===== src/rtl/shapes_pkg.sv =====
// Shared constants for the rectangle shape engine: widths, field codes,
// rectangle 0 reset defaults and a saturating velocity negate.
package shapes_pkg;

  localparam int XW = 10;
  localparam int YW = 9;
  localparam int CW = 12;
  localparam int VW = 4;

  localparam logic [2:0] FIELD_X0    = 3'd0;
  localparam logic [2:0] FIELD_Y0    = 3'd1;
  localparam logic [2:0] FIELD_W     = 3'd2;
  localparam logic [2:0] FIELD_H     = 3'd3;
  localparam logic [2:0] FIELD_COLOR = 3'd4;
  localparam logic [2:0] FIELD_VEL   = 3'd5;
  localparam logic [2:0] FIELD_EN    = 3'd6;

  localparam logic [XW-1:0] RECT0_X0    = 10'd100;
  localparam logic [YW-1:0] RECT0_Y0    = 9'd200;
  localparam logic [XW-1:0] RECT0_W     = 10'd100;
  localparam logic [YW-1:0] RECT0_H     = 9'd100;
  localparam logic [CW-1:0] RECT0_COLOR = 12'hFA4;

  // -8 has no positive counterpart in 4 bits, so it flips to +7 instead
  function automatic logic signed [VW-1:0] neg_sat(input logic signed [VW-1:0] v);
    if (v == 4'sb1000) begin
      return 4'sd7;
    end
    return -v;
  endfunction

endpackage


===== src/rtl/shape_engine_if.sv =====
// Pixel, frame and configuration signals of the shape engine, plus its
// colour/hit outputs. The driver uses master, the engine uses slave.
interface shape_engine_if;
  import shapes_pkg::*;

  logic [XW-1:0] x;
  logic [YW-1:0] y;
  logic          frame_tick;
  logic          cfg_we;
  logic [2:0]    cfg_idx;
  logic [2:0]    cfg_field;
  logic [CW-1:0] cfg_data;
  logic [3:0]    r;
  logic [3:0]    g;
  logic [3:0]    b;
  logic          hit;

  modport master (
    output x, y, frame_tick, cfg_we, cfg_idx, cfg_field, cfg_data,
    input  r, g, b, hit
  );

  modport slave (
    input  x, y, frame_tick, cfg_we, cfg_idx, cfg_field, cfg_data,
    output r, g, b, hit
  );

endinterface


===== src/rtl/shape_rect.sv =====
// One rectangle: its registers, config decode, per-frame bounce motion and
// the stage-1 coverage flop for the current pixel.
module shape_rect
  import shapes_pkg::*;
#(
  parameter int IDX   = 0,
  parameter int H_RES = 640,
  parameter int V_RES = 480
) (
  input  logic          clk,
  input  logic          rst_n,
  input  logic [XW-1:0] x,
  input  logic [YW-1:0] y,
  input  logic          frame_tick,
  input  logic          cfg_we,
  input  logic [2:0]    cfg_idx,
  input  logic [2:0]    cfg_field,
  input  logic [CW-1:0] cfg_data,
  output logic          hit_s1,
  output logic [CW-1:0] color
);

  localparam logic [XW-1:0] RST_X0    = (IDX == 0) ? RECT0_X0 : '0;
  localparam logic [YW-1:0] RST_Y0    = (IDX == 0) ? RECT0_Y0 : '0;
  localparam logic [XW-1:0] RST_W     = (IDX == 0) ? RECT0_W : '0;
  localparam logic [YW-1:0] RST_H     = (IDX == 0) ? RECT0_H : '0;
  localparam logic [CW-1:0] RST_COLOR = (IDX == 0) ? RECT0_COLOR : '0;
  localparam logic          RST_EN    = (IDX == 0);

  localparam logic signed [12:0] H_LIM = 13'(H_RES);
  localparam logic signed [12:0] V_LIM = 13'(V_RES);

  logic [XW-1:0]        x0;
  logic [YW-1:0]        y0;
  logic [XW-1:0]        w;
  logic [YW-1:0]        h;
  logic [CW-1:0]        color_q;
  logic signed [VW-1:0] dx;
  logic signed [VW-1:0] dy;
  logic                 en;

  logic                 wr_sel;
  logic signed [12:0]   nx;
  logic signed [12:0]   ny;
  logic signed [12:0]   w_s;
  logic signed [12:0]   h_s;
  logic [XW-1:0]        x0_mv;
  logic [YW-1:0]        y0_mv;
  logic signed [VW-1:0] dx_mv;
  logic signed [VW-1:0] dy_mv;
  logic                 cover_x;
  logic                 cover_y;

  assign wr_sel = cfg_we && (cfg_idx == 3'(IDX)) && (cfg_field <= FIELD_EN);
  assign w_s    = $signed({3'b000, w});
  assign h_s    = $signed({4'b0000, h});
  assign color  = color_q;

  // Candidate position/velocity after one frame of motion, with edge bounce
  always_comb begin
    nx    = $signed({3'b000, x0}) + $signed({{9{dx[VW-1]}}, dx});
    ny    = $signed({4'b0000, y0}) + $signed({{9{dy[VW-1]}}, dy});
    x0_mv = x0;
    dx_mv = dx;
    y0_mv = y0;
    dy_mv = dy;
    if (w_s > H_LIM) begin
      x0_mv = x0;
    end else if (nx < 0) begin
      x0_mv = '0;
      dx_mv = neg_sat(dx);
    end else if (nx + w_s > H_LIM) begin
      x0_mv = XW'(H_LIM - w_s);
      dx_mv = neg_sat(dx);
    end else begin
      x0_mv = nx[XW-1:0];
    end
    if (h_s > V_LIM) begin
      y0_mv = y0;
    end else if (ny < 0) begin
      y0_mv = '0;
      dy_mv = neg_sat(dy);
    end else if (ny + h_s > V_LIM) begin
      y0_mv = YW'(V_LIM - h_s);
      dy_mv = neg_sat(dy);
    end else begin
      y0_mv = ny[YW-1:0];
    end
  end

  // Rectangle registers: motion on frame_tick, then a config write overrides its field
  always_ff @(posedge clk or negedge rst_n) begin
    if (!rst_n) begin
      x0      <= RST_X0;
      y0      <= RST_Y0;
      w       <= RST_W;
      h       <= RST_H;
      color_q <= RST_COLOR;
      dx      <= '0;
      dy      <= '0;
      en      <= RST_EN;
    end else begin
      if (frame_tick && en) begin
        x0 <= x0_mv;
        y0 <= y0_mv;
        dx <= dx_mv;
        dy <= dy_mv;
      end
      if (wr_sel) begin
        case (cfg_field)
          FIELD_X0:    x0      <= cfg_data[XW-1:0];
          FIELD_Y0:    y0      <= cfg_data[YW-1:0];
          FIELD_W:     w       <= cfg_data[XW-1:0];
          FIELD_H:     h       <= cfg_data[YW-1:0];
          FIELD_COLOR: color_q <= cfg_data;
          FIELD_VEL: begin
            dx <= $signed(cfg_data[3:0]);
            dy <= $signed(cfg_data[7:4]);
          end
          FIELD_EN:    en      <= cfg_data[0];
          default:     ;
        endcase
      end
    end
  end

  // Half-open coverage test; sums are one bit wider so they cannot wrap
  assign cover_x = (x >= x0) && ({1'b0, x} < ({1'b0, x0} + {1'b0, w}));
  assign cover_y = (y >= y0) && ({1'b0, y} < ({1'b0, y0} + {1'b0, h}));

  // Stage 1: register whether this enabled rectangle covers the pixel
  always_ff @(posedge clk or negedge rst_n) begin
    if (!rst_n) begin
      hit_s1 <= 1'b0;
    end else begin
      hit_s1 <= en && cover_x && cover_y;
    end
  end

endmodule


===== src/rtl/shape_engine.sv =====
// Rectangle shape engine: N_RECT moving rectangles, lowest index drawn on
// top, two-cycle pixel pipeline from x/y to colour and hit.
module shape_engine
  import shapes_pkg::*;
#(
  parameter int N_RECT = 4,
  parameter int H_RES  = 640,
  parameter int V_RES  = 480
) (
  input logic           clk,
  input logic           rst_n,
  shape_engine_if.slave bus
);

  logic [N_RECT-1:0] hit_vec;
  logic [CW-1:0]     color_arr [N_RECT];
  logic [CW-1:0]     sel_color;
  logic              sel_hit;
  logic [CW-1:0]     out_color;
  logic              out_hit;

  for (genvar i = 0; i < N_RECT; i++) begin : g_rect
    shape_rect #(
      .IDX   (i),
      .H_RES (H_RES),
      .V_RES (V_RES)
    ) u_rect (
      .clk        (clk),
      .rst_n      (rst_n),
      .x          (bus.x),
      .y          (bus.y),
      .frame_tick (bus.frame_tick),
      .cfg_we     (bus.cfg_we),
      .cfg_idx    (bus.cfg_idx),
      .cfg_field  (bus.cfg_field),
      .cfg_data   (bus.cfg_data),
      .hit_s1     (hit_vec[i]),
      .color      (color_arr[i])
    );
  end

  // Pick the lowest-index covering rectangle by scanning from the top down
  always_comb begin
    sel_color = '0;
    sel_hit   = 1'b0;
    for (int i = N_RECT - 1; i >= 0; i--) begin
      if (hit_vec[i]) begin
        sel_color = color_arr[i];
        sel_hit   = 1'b1;
      end
    end
  end

  // Stage 2: register the selected colour and the combined hit
  always_ff @(posedge clk or negedge rst_n) begin
    if (!rst_n) begin
      out_color <= '0;
      out_hit   <= 1'b0;
    end else begin
      out_color <= sel_color;
      out_hit   <= sel_hit;
    end
  end

  assign bus.r   = out_color[11:8];
  assign bus.g   = out_color[7:4];
  assign bus.b   = out_color[3:0];
  assign bus.hit = out_hit;

endmodule


===== src/flat_wrapper.sv =====
// flat-port wrapper written by rule: the top's interface ports become plain ports
module shape_engine_flat import shapes_pkg::*;
#(
  parameter int N_RECT = 4,
  parameter int H_RES  = 640,
  parameter int V_RES  = 480
)
  (clk, rst_n, bus_x, bus_y, bus_frame_tick, bus_cfg_we, bus_cfg_idx, bus_cfg_field, bus_cfg_data, bus_r, bus_g, bus_b, bus_hit);
  shape_engine_if bus_i ();
  input logic clk;
  input logic rst_n;
  input wire logic [$bits(bus_i.x)-1:0] bus_x;
  input wire logic [$bits(bus_i.y)-1:0] bus_y;
  input wire logic [$bits(bus_i.frame_tick)-1:0] bus_frame_tick;
  input wire logic [$bits(bus_i.cfg_we)-1:0] bus_cfg_we;
  input wire logic [$bits(bus_i.cfg_idx)-1:0] bus_cfg_idx;
  input wire logic [$bits(bus_i.cfg_field)-1:0] bus_cfg_field;
  input wire logic [$bits(bus_i.cfg_data)-1:0] bus_cfg_data;
  output wire logic [$bits(bus_i.r)-1:0] bus_r;
  output wire logic [$bits(bus_i.g)-1:0] bus_g;
  output wire logic [$bits(bus_i.b)-1:0] bus_b;
  output wire logic [$bits(bus_i.hit)-1:0] bus_hit;
  assign bus_i.x = bus_x;
  assign bus_i.y = bus_y;
  assign bus_i.frame_tick = bus_frame_tick;
  assign bus_i.cfg_we = bus_cfg_we;
  assign bus_i.cfg_idx = bus_cfg_idx;
  assign bus_i.cfg_field = bus_cfg_field;
  assign bus_i.cfg_data = bus_cfg_data;
  assign bus_r = bus_i.r;
  assign bus_g = bus_i.g;
  assign bus_b = bus_i.b;
  assign bus_hit = bus_i.hit;
  shape_engine #(.N_RECT(N_RECT), .H_RES(H_RES), .V_RES(V_RES)) u_core (.clk(clk), .rst_n(rst_n), .bus(bus_i));
endmodule

===== config.mk =====
export PLATFORM = sky130hd
export DESIGN_NAME = shape_engine_flat
export DESIGN_NICKNAME = d
export VERILOG_FILES = /design/src/rtl/shapes_pkg.sv /design/src/rtl/shape_engine_if.sv /design/src/rtl/shape_rect.sv /design/src/rtl/shape_engine.sv /design/src/flat_wrapper.sv
export SDC_FILE = /design/constraint.sdc
export NUM_CORES = 1
export LEC_CHECK = 0
export CAP_MARGIN = 0
export CORE_ASPECT_RATIO = 2
export CORE_MARGIN = 8
export CORE_UTILIZATION = 55
export CTS_CLUSTER_SIZE = 24
export DETAILED_ROUTE_END_ITERATION = 6
export PLACE_DENSITY = 0.69
export SLEW_MARGIN = 15
export SYNTH_ARGS = -nofsm -noshare
export SYNTH_HDL_FRONTEND = slang
export SYNTH_SLANG_ARGS = --single-unit

===== constraint.sdc =====
create_clock -name clk -period 6.4 [get_ports clk]
set_clock_uncertainty 0.2 [all_clocks]
set_input_delay 0.96 -clock clk [delete_from_list [all_inputs] [get_ports clk]]
set_output_delay 0.96 -clock clk [all_outputs]
set_load 0.03 [all_outputs]

==> impl_metrics.json <==
{
  "status": "complete, no violations",
  "die_width_um": 171,
  "ys_ff_latch": 253,
  "synth-main-ff-cell": "dfrtp_1",
  "wirelength_um": 83200,
  "die_area_um2": 55800,
  "clk_pin_slew_ps": 70,
  "grt-ovfl-total": 0,
  "power_density_nw_per_um2": 593,
  "numCtsBuffers": 27,
  "antennaDiodeCount": 0,
  "post_cts_resize_count": 0,
  "drive_above_1_share_pct": 8.36,
  "grt_max_degree": 172,
  "seq_area_frac_synth_pct": 24.0,
  "slew_violations": 0,
  "start_util_pct": 55.7,
  "final.setup.tns_ps": 0,
  "drt_iter0_markers": 1417,
  "netlist_area_um2": 26500,
  "drv_cap": 0,
  "syn_inst": 3031,
  "critPathRequiredTime_ps": 6620,
  "ctsHoldBuffers": 0,
  "core_area_um2": 47500,
  "peakVddDrop_uv": 329,
  "post-route-period-util_pct": 81.1,
  "grt_util_all_layers_pct": 29.5,
  "final_cell_area_um2": 28600,
  "final_core_util_pct": 60.1,
  "setup_slack_ps": 1210,
  "fillers": 4328,
  "syn_area_per_cell_um2": 8.73,
  "portBuffers": 53,
  "path_max_fanout": 9,
  "io_pins": 54,
  "worstSetupPathType": "reg -> reg",
  "fp-row-count": 113,
  "gp_congestion": 0.949,
  "finalSetupViolations": 0,
  "cts_tree": "done",
  "via_per_inst": 6.42,
  "clockRootBuffer": "clkbuf_16",
  "clkLatencyLatePin_ps": 580,
  "final_nets": 3523,
  "ant_nets": 0,
  "place_area_um2": 27600,
  "firstDrtPassIters": 5,
  "h-tree-depth": 1,
  "synth-edff-count": 0,
  "relSlewSlack_pct": 24.5,
  "cts_setup_buffers": 0,
  "wl_per_cell_um": 22.4,
  "final_common_cell": "ha_1",
  "vias": 23800,
  "finalHoldViolations": 0,
  "whs_ps": 184,
  "placed_cells": 3657,
  "layout_common_cells": "404 x ha_1, 256 x nor2_1, 235 x a21oi_1, 233 x dfrtp_1, 194 x inv_1",
  "fmax_mhz": 193,
  "hold_class": "in -> async",
  "cp.arrival_ps": 5420,
  "finalNonFillerCells": 3707,
  "cp-end-kind": "flop",
  "final.min_clock_period_ps": 5190,
  "drc": 0,
  "cp-start-kind": "flop",
  "grt_pass1_vias": 24500,
  "clockBufferDepth": 3,
  "syn-num-nets": 3500,
  "clock_sinks": 253,
  "ys_types": 93,
  "grt_pass1_wl_um": 130000,
  "leakagePower_nw": 13.4,
  "ys_warn_count": 0,
  "die_y_um": 326,
  "synthArstFlopShare_pct": 100,
  "worst_pin_slew_ps": 1130,
  "dpl_worst_slack_ps": 1290,
  "syn_to_final_growth_pct": 7.93,
  "rsz0062_at_grt": "no",
  "power_mw": 16.9,
  "antenna_found_initial": 0,
  "hpwlAfterDp_um": 64500
}
-- Yosys cell counts (16+ instances only) --
master | n | area share [%]
clkbuf_1 | 66 | 0.94
nor3_1 | 61 | 1.2
nor4_1 | 20 | 0.47
or3_1 | 36 | 0.85
nor2_1 | 257 | 3.6
nand3_1 | 87 | 1.6
o22ai_1 | 44 | 1.0
dfstp_2 | 20 | 2.0
xnor2_1 | 130 | 4.3
o21bai_1 | 51 | 1.4
xor2_1 | 81 | 2.7
nand2b_1 | 39 | 0.92
mux2i_1 | 51 | 1.9
a21o_1 | 108 | 3.1
nor2b_1 | 27 | 0.64
nand2_1 | 187 | 2.7
inv_1 | 194 | 2.8
a211oi_1 | 38 | 1.1
mux2_2 | 129 | 5.5
nor3b_1 | 25 | 0.71
dfrtp_1 | 233 | 22
and3_1 | 20 | 0.47
a21oi_1 | 235 | 4.4
a31oi_1 | 20 | 0.47
ha_1 | 404 | 19
o31ai_1 | 16 | 0.45
fa_1 | 24 | 1.8
o21a_1 | 40 | 1.1
o21ai_0 | 123 | 2.3
-- flip-flops by register name (all words and copies together), names as in the netlist, 4 cells and up --
signal and count:
u_core.g_rect.u_rect.color 48, u_core.out_color 12, u_core.g_rect.u_rect.w 40, u_core.g_rect.u_rect.y0 36, u_core.g_rect.u_rect.hit_s1 4, u_core.g_rect.u_rect.h 36
u_core.g_rect.u_rect.dx 16, u_core.g_rect.u_rect.en 4, u_core.g_rect.u_rect.x0 40, u_core.g_rect.u_rect.dy 16
-- final cells by class --
class,count,area [µm²],area share [%]
inverters,194,728,2.55
multi-input cells,2504,19100,66.7
well taps,632,791,2.77
clock buffers,35,766,2.68
flip-flops and latches,253,6360,22.3
repair buffers,74,701,2.45
clock inverters,15,158,0.552
-- critical path, cell delays in order, from the launching register on --
cell and delay (ps):
dfrtp_1 420, ha_1 240, fa_1 410, a21o_1 190, a21oi_1 290, o21bai_1 100
a21oi_1 180, xnor2_1 130, ha_1 210, or3_1 400, a21oi_1 310, or4b_1 490
o41ai_1 90, o21ai_0 200, or2_2 300, a221oi_1 280, buf_4 260, mux2i_1 220
o221ai_1 120
-- metal layers --
layer / global-route usage, % / vias up / wire, µm
met4: 23.1 / 0 / 7600
li1: - / 11100 / -
met1: 29.5 / 11500 / 29000
met2: 54.3 / 818 / 42900
met3: 3.23 / 372 / 3640
met5: 0 / - / 0
-- final timing paths --
| kind | slack [ps] | cells after the start | end | startpoint |
|---|---|---|---|---|
| hold / removal | 180 | 1 | u_core.g_rect[0].u_rect.h[0]$_DFFE_PN0P_ | rst_n |
| setup / recovery | 1210 | 18 | u_core.g_rect[2].u_rect.y0[5]$_DFF_PN0_ | u_core.g_rect[2].u_rect.y0[0]$_DFF_PN0_ |
| setup reg to reg | 1210 | 18 | u_core.g_rect[2].u_rect.y0[5]$_DFF_PN0_ | u_core.g_rect[2].u_rect.y0[0]$_DFF_PN0_ |
| hold reg to reg | 310 | 1 | u_core.g_rect[0].u_rect.color[3]$_DFFE_PN0P_ | u_core.g_rect[0].u_rect.color[3]$_DFFE_PN0P_ |
| min in group clk | 310 | 1 | u_core.g_rect[0].u_rect.color[3]$_DFFE_PN0P_ | u_core.g_rect[0].u_rect.color[3]$_DFFE_PN0P_ |
| max in group asynchronous | 4340 | 2 | u_core.g_rect[1].u_rect.x0[8]$_DFF_PN0_ | rst_n |
-- power by group --
group	total [mW]	switching, mW	internal (mW)
sequential	2.82	0.790	2.03
clock	1.66	0.728	0.933
combinational	12.4	7.06	5.39
-- cells by family after synthesis --
| logic type | Yosys count | share of synthesized area, % |
|---|---|---|
| flip-flops | 253 | 24.0 |
| AO/OA/AOI/OAI | 846 | 21.1 |
| AND/OR/NAND/NOR | 833 | 15.2 |
| adder cells (fa/ha/maj) | 428 | 20.9 |
| XOR/XNOR | 212 | 7.07 |
| multiplexers | 185 | 7.69 |
| buffers and inverters | 274 | 3.97 |
Power figures use the tool's default switching activity.
